## src/rtl/dffe_monitor.sv

```systemverilog
// dffe_monitor
//   Watches an external enable flip-flop (D, EN -> Q) and checks that it
//   behaves like an ideal DFFE. A shadow register EXP follows D on every
//   EN=1 edge. Once EXP holds a known value, every edge compares the current
//   Q against EXP as it was before that edge.
//
//   Optional feature: define DFFE_MON_HOLD_CHECK_EN to add the HOLD_ERR
//   output. It flags Q changing between two consecutive compare edges when
//   EN was 0 at the earlier one.
//
// Ports
//   CLK      in   clock, rising edge
//   RST      in   synchronous active-high reset
//   D/EN/Q   in   data, enable and output of the monitored flip-flop
//   CLR_ERR  in   pulse: clears ERR_CNT; leaves FAIL if no mismatch this edge
//   PRIMED   out  shadow value is valid (FSM not UNPRIMED)
//   ERR      out  sticky mismatch flag (FSM in FAIL)
//   ERR_CNT  out  saturating count of mismatching compare edges
//   CAP_CNT  out  saturating count of EN=1 edges
//   ERR_EXP  out  expected value at the most recent mismatch
//   ERR_GOT  out  observed Q at the most recent mismatch
//   HOLD_ERR out  sticky hold violation flag (only with the macro)
module dffe_monitor #(
  parameter int WIDTH = 2,
  parameter int CNT_W = 8
) (
  input  logic             CLK,
  input  logic             RST,
  input  logic [WIDTH-1:0] D,
  input  logic             EN,
  input  logic [WIDTH-1:0] Q,
  input  logic             CLR_ERR,
  output logic             PRIMED,
  output logic             ERR,
  output logic [CNT_W-1:0] ERR_CNT,
  output logic [CNT_W-1:0] CAP_CNT,
  output logic [WIDTH-1:0] ERR_EXP,
  output logic [WIDTH-1:0] ERR_GOT
`ifdef DFFE_MON_HOLD_CHECK_EN
  ,
  output logic             HOLD_ERR
`endif
);

  typedef enum logic [1:0] {UNPRIMED = 2'd0, TRACK = 2'd1, FAIL = 2'd2} state_t;

  localparam logic [CNT_W-1:0] CNT_MAX = '1;

  state_t           state_q, state_d;
  logic [WIDTH-1:0] exp_q, exp_d;
  logic [CNT_W-1:0] err_cnt_q, err_cnt_d, cap_cnt_q, cap_cnt_d;
  logic [CNT_W-1:0] err_cnt_base;
  logic [WIDTH-1:0] err_exp_q, err_exp_d, err_got_q, err_got_d;
  logic             cmp, mismatch, err_evt;

`ifdef DFFE_MON_HOLD_CHECK_EN
  // Previous compare edge: was it a compare edge, what was EN, what was Q.
  logic             prev_cmp_q, prev_cmp_d, prev_en_q, prev_en_d;
  logic [WIDTH-1:0] prev_q_q, prev_q_d;
  logic             hold_err_q, hold_err_d, hold_viol;
`endif

  always_comb begin
    // Compare uses EXP as it stood before this edge.
    cmp      = (state_q != UNPRIMED);
    mismatch = cmp && (Q != exp_q);
`ifdef DFFE_MON_HOLD_CHECK_EN
    hold_viol  = cmp && prev_cmp_q && !prev_en_q && (Q != prev_q_q);
    err_evt    = mismatch || hold_viol;
    prev_cmp_d = cmp;
    prev_en_d  = EN;
    prev_q_d   = Q;
    // Set beats clear, same as the mismatch-vs-CLR_ERR rule for ERR.
    hold_err_d = hold_viol ? 1'b1 : (CLR_ERR ? 1'b0 : hold_err_q);
`else
    err_evt    = mismatch;
`endif

    state_d = state_q;
    unique case (state_q)
      UNPRIMED: if (EN) state_d = TRACK;
      TRACK:    if (mismatch) state_d = FAIL;
      FAIL:     if (!mismatch && CLR_ERR) state_d = TRACK;
      default:  state_d = UNPRIMED;
    endcase

    exp_d = EN ? D : exp_q;

    cap_cnt_d = (EN && cap_cnt_q != CNT_MAX) ? cap_cnt_q + CNT_W'(1) : cap_cnt_q;

    // Clear first, then count: a mismatch on the clearing edge leaves 1.
    err_cnt_base = CLR_ERR ? '0 : err_cnt_q;
    err_cnt_d    = (err_evt && err_cnt_base != CNT_MAX) ? err_cnt_base + CNT_W'(1)
                                                        : err_cnt_base;

    err_exp_d = mismatch ? exp_q : err_exp_q;
    err_got_d = mismatch ? Q     : err_got_q;
  end

  always_ff @(posedge CLK) begin
    if (RST) begin
      state_q   <= UNPRIMED;
      exp_q     <= '0;
      err_cnt_q <= '0;
      cap_cnt_q <= '0;
      err_exp_q <= '0;
      err_got_q <= '0;
`ifdef DFFE_MON_HOLD_CHECK_EN
      prev_cmp_q <= 1'b0;
      prev_en_q  <= 1'b0;
      prev_q_q   <= '0;
      hold_err_q <= 1'b0;
`endif
    end else begin
      state_q   <= state_d;
      exp_q     <= exp_d;
      err_cnt_q <= err_cnt_d;
      cap_cnt_q <= cap_cnt_d;
      err_exp_q <= err_exp_d;
      err_got_q <= err_got_d;
`ifdef DFFE_MON_HOLD_CHECK_EN
      prev_cmp_q <= prev_cmp_d;
      prev_en_q  <= prev_en_d;
      prev_q_q   <= prev_q_d;
      hold_err_q <= hold_err_d;
`endif
    end
  end

  // Every output is a flop or a decode of the state flop only.
  assign PRIMED  = (state_q != UNPRIMED);
  assign ERR     = (state_q == FAIL);
  assign ERR_CNT = err_cnt_q;
  assign CAP_CNT = cap_cnt_q;
  assign ERR_EXP = err_exp_q;
  assign ERR_GOT = err_got_q;
`ifdef DFFE_MON_HOLD_CHECK_EN
  assign HOLD_ERR = hold_err_q;
`endif

endmodule

```

## config.mk

```make
export PLATFORM = sky130hd
export DESIGN_NAME = dffe_monitor
export DESIGN_NICKNAME = d
export VERILOG_FILES = /design/src/rtl/dffe_monitor.sv
export SDC_FILE = /design/constraint.sdc
export NUM_CORES = 1
export LEC_CHECK = 0
export ABC_CLOCK_PERIOD_IN_PS = 1800
export BUFFER_PORTS_ARGS = -buffer_cell sky130_fd_sc_hd__buf_2
export CORE_AREA = 2 2 66 68
export DETAILED_ROUTE_END_ITERATION = 10
export DIE_AREA = 0 0 68 70
export PLACE_DENSITY = 0.49
export SLEW_MARGIN = 15
export SYNTH_ARGS = -nofsm -noshare
export SYNTH_HDL_FRONTEND = slang
export SYNTH_SLANG_ARGS = --single-unit
```

## constraint.sdc

```tcl
create_clock -name CLK -period 1.8 [get_ports CLK]
set_input_delay 0.36 -clock CLK [delete_from_list [all_inputs] [get_ports CLK]]
set_output_delay 0.36 -clock CLK [all_outputs]
set_load 0.01 [all_outputs]
```

==> flow_summary_export.csv <==
group,metric,value,unit
run_status,outcome,"completed",
floorplanning,boundaryPins,30,
critical_path,critical_path.reg2reg.endpoint,"ERR_CNT[5]$_SDFF_PP0_",
cells_and_area,fin_cells,222,
timing,max_freq,615,MHz
cells_and_area,nets,181,
worst_hold_path,timing.hold.worst_endpoint,"exp_q[0]$_SDFFE_PP0P_",
critical_path,path_max_fanout,5,
synth,synth_fp_nets,144,
timing,timing.final.crit_share,0.903,
synth,netlist-cell-type-count,36,
critical_path,setup.reg_to_reg.worst_slack,0.18,ns
timing,time_the_worst_path_needs_with_i_o_delays_and_setup,1.62,ns
clock_tree,h_tree_lvls,1,
routing,met2RoutedLength,1.42,mm
synth,mappedNetlistArea,1190,µm²
routing,wire_per_inst,13.2,µm
routing,highest-signal-layer,"met4",
critical_path,critical_path.reg2reg.startpoint,"ERR_CNT[1]$_SDFF_PP0_",
cells_and_area,layout-area-overhead-vs-synth,26.5,%
critical_path,cells_on_worst_reg2reg_path,6,
routing,finalWirelength,2.93,mm
synth,synth.top_cells.by_count,"24 x dfxtp_1, 16 x nor2_1, 11 x a21oi_1",
pwr,p_leak,0.679,nW
global_routing,first_global_vias,1124,
worst_hold_path,worstHoldPathCells,3,
clock_tree,cts_made_buffers,3,
placed_design,placed_cells,218,
critical_path,startpoint_type,"flip-flop",
cells_and_area,drive_above_1_share,0.265,
synth,cell_types_with_the_largest_area_share_after_synthesis,"dfxtp_1 40%, mux2i_1 5.9%, nor2_1 5.1%",
routing,number_of_vias_per_cell_after_detailed_routing,5.27,
clock_tree,clock_sink_count,24,
routing,ant_nets,0,
cells_and_area,post-route-util,0.363,
pwr,total_power,0.00121,W
synth,ys_seq_area_frac,0.404,
timing,finalSetupViolations,0,
cells_and_area,regArea,480,µm²
pwr,power.density_cell_area,808,nW/µm²
floorplanning,core.rowCount,24,
cells_and_area,combined_area_of_the_multi_input_logic_cells,686,µm²
clock_tree,clk-insertion-delay-late,0.27,ns
critical_path,cp_slowest_cell,"dfxtp_1",
synth,async_reset_ff_frac,0,
worst_hold_path,min-delay-path-class,"input port to flip-flop",
clock_tree,cts.clk_slew.worst_paths,0.09,ns
flow_run,timing.max_cap.violations,0,
critical_path,critical_path.cell_chain,"nor2b_1, ha_1, nand4_1, nor2_1, nor3_1, mux2_2",
timing,rsz_0062_raised_after_global_routing,"false",
synth,synth_warnings,0,
placed_design,postPlaceCellArea,1430,µm²
global_routing,antenna_violations_before_repair,0,
synth,synthDominantAreaCellType,"dfxtp_1",
synth,synthesis.instances,134,
routing,routed-wl-met3,200,µm
critical_path,required,1.97,ns
critical_path,critical_path_arrival,1.79,ns
timing,maxSlewHeadroom,0.744,
synth,synth_seq_cells,24,
pwr,maximum_ir_drop_on_the_vdd_rail,0.000260,V
synth,post-synth-top-area-fraction,0.404,
global_routing,grt_use_total,0.131,
routing,dr.first_iter.drc_count,86,
clock_tree,clock-root-buffer,"clkbuf_8",
clock_tree,cts.path.max_buffers,2,
timing,finClkSkew,0.00277,ns
routing,wirelength_met1,1.26,mm
worst_hold_path,hold_start,"D[0]",
routing,dr_total_vias,1169,
synth,number_of_enable_type_register_cells_in_the_synthesized_netlist,0,
placed_design,place_hpwl,2.14,mm
critical_path,timing.critical_path.slowest_cell_delay,0.41,ns
floorplanning,fp.dieH,70,µm
clock_tree,cts_tree,"done",
placed_design,globalplace.congestion,0.855,
floorplanning,fp.dieArea,4760,µm²
critical_path,end_kind,"flip-flop",
clock_tree,post-cts-setup-buffers,0,
clock_tree,postCtsHoldBufs,0,
critical_path,worst-path-buf-inv,0,
cells_and_area,insertedDiodeCount,0,
synth,yosys.cell_count.top_type,"dfxtp_1",
timing,report.final.slew_viol_count,0,
timing,fin_setup_tns,0,ns
routing,drc,0,
global_routing,grt_first_pass_wirelength,4.84,mm
floorplanning,floorplan.die.width,68,µm
timing,tightestPinTransition,0.382,ns
timing,timing_hold_violations_final,0,
cells_and_area,fillerInstances,431,
critical_path,setup.worst_path.class,"flip-flop to flip-flop",
cells_and_area,final_cell_area,1500,µm²
global_routing,grt_max_degree,25,
critical_path,crit_family,"simple AND/OR/NAND/NOR gates",
floorplanning,coreArea,4140,µm²
floorplanning,effective_utilization_at_floorplan,0.287,
synth,post_synth.cell_area_avg,8.87,µm²
synth,ys_dominant_reg_cell,"dfxtp_1",
routing,drt_pass1_iterations,4,
placed_design,port_buffers,29,
clock_tree,postCtsResizedCells,0,
global_routing,overflow,0,
-- sequential cells by signal, indices dropped and copies added, names as in the netlist --
| register | count |
|---|---|
| CAP_CNT | 8 |
| ERR_CNT | 8 |
| ERR_EXP | 2 |
| ERR_GOT | 2 |
| exp_q | 2 |
| state_q | 2 |
-- metal layers --
layer | GRT usage | vias up
met5 | 0 | -
met4 | 0.0378 | 0
met3 | 0.0386 | 6
met2 | 0.214 | 48
met1 | 0.165 | 543
li1 | - | 572
-- cells by family (layout without fill, tap and decap cells) --
kind of cell | count (synthesis) | count (layout) | synth area share
xor+xnor | 6 | 6 | 0.0442
compound gates | 28 | 28 | 0.151
simple gates | 61 | 61 | 0.293
flops | 24 | 24 | 0.404
mux | 8 | 8 | 0.0684
fa+ha+maj | 2 | 2 | 0.0210
buf+inv | 5 | 41 | 0.0189
-- stage by stage --
stage,hold slack (ns),setup WS [ns]
6_report,0.324,0.175
2_1_floorplan,0.455,0.225
3_3_place_gp,0.470,0.169
5_1_grt,0.338,0.0156
3_5_place_dp,0.487,0.0443
4_1_cts,0.322,0.195
-- report_power, final --
group / switching, W / internal (W)
Combinational: 0.0000889 / 0.0000751
Sequential: 0.0000166 / 0.000551
Clock: 0.000186 / 0.000298
Total: 0.000291 / 0.000923
-- cells in the final DEF, fill, tap and decap left out, types with 2 or more instances in the layout --
| cell type | instances |
|---|---|
| xnor2_1 | 2 |
| a21oi_1 | 11 |
| a31oi_1 | 3 |
| mux2i_1 | 7 |
| or2_2 | 3 |
| ha_1 | 2 |
| and4b_1 | 3 |
| and4_1 | 4 |
| nand4_1 | 4 |
| buf_4 | 7 |
| nand3_1 | 5 |
| nand2b_1 | 2 |
| buf_2 | 29 |
| clkbuf_8 | 3 |
| nand4b_1 | 2 |
| nor3_1 | 5 |
| xor2_1 | 4 |
| nor2_1 | 16 |
| a311oi_1 | 2 |
| a41o_1 | 2 |
| nand2_1 | 4 |
| o21ai_0 | 5 |
| nor2b_1 | 6 |
| and3_1 | 3 |
| dfxtp_1 | 24 |
-- area by class of cell --
type / instances / area share
Sequential cell: 24 / 0.319
Timing Repair Buffer: 36 / 0.131
Clock buffer: 3 / 0.0275
Multi-Input combinational cell: 105 / 0.456
Clock inverter: 1 / 0.0200
Inverter: 1 / 0.00250
Tap cell: 52 / 0.0433
-- tightest hold or removal path, delay by kind of cell --
kind,cells,cell delay [ns]
muxes,1,0.05
buffers and inverters,1,0.08
and+or+nand+nor,1,0.07
-- worst max path at each step --
| stage | startpoint | slack, ns | endpoint | cells past startpoint |
|---|---|---|---|---|
| floorplan | ERR_CNT[0]$_SDFF_PP0_ | 0.22 | ERR_CNT[5]$_SDFF_PP0_ | 6 |
| global placement | Q[1] | 0.17 | ERR_CNT[2]$_SDFF_PP0_ | 6 |
| detailed placement | CLR_ERR | 0.04 | ERR_CNT[5]$_SDFF_PP0_ | 7 |
| CTS | ERR_CNT[1]$_SDFF_PP0_ | 0.19 | ERR_CNT[5]$_SDFF_PP0_ | 6 |
| global route | ERR_CNT[1]$_SDFF_PP0_ | 0.02 | ERR_CNT[5]$_SDFF_PP0_ | 6 |
| finish | ERR_CNT[1]$_SDFF_PP0_ | 0.18 | ERR_CNT[5]$_SDFF_PP0_ | 6 |
No activity file was read; power rests on OpenSTA's default activity.
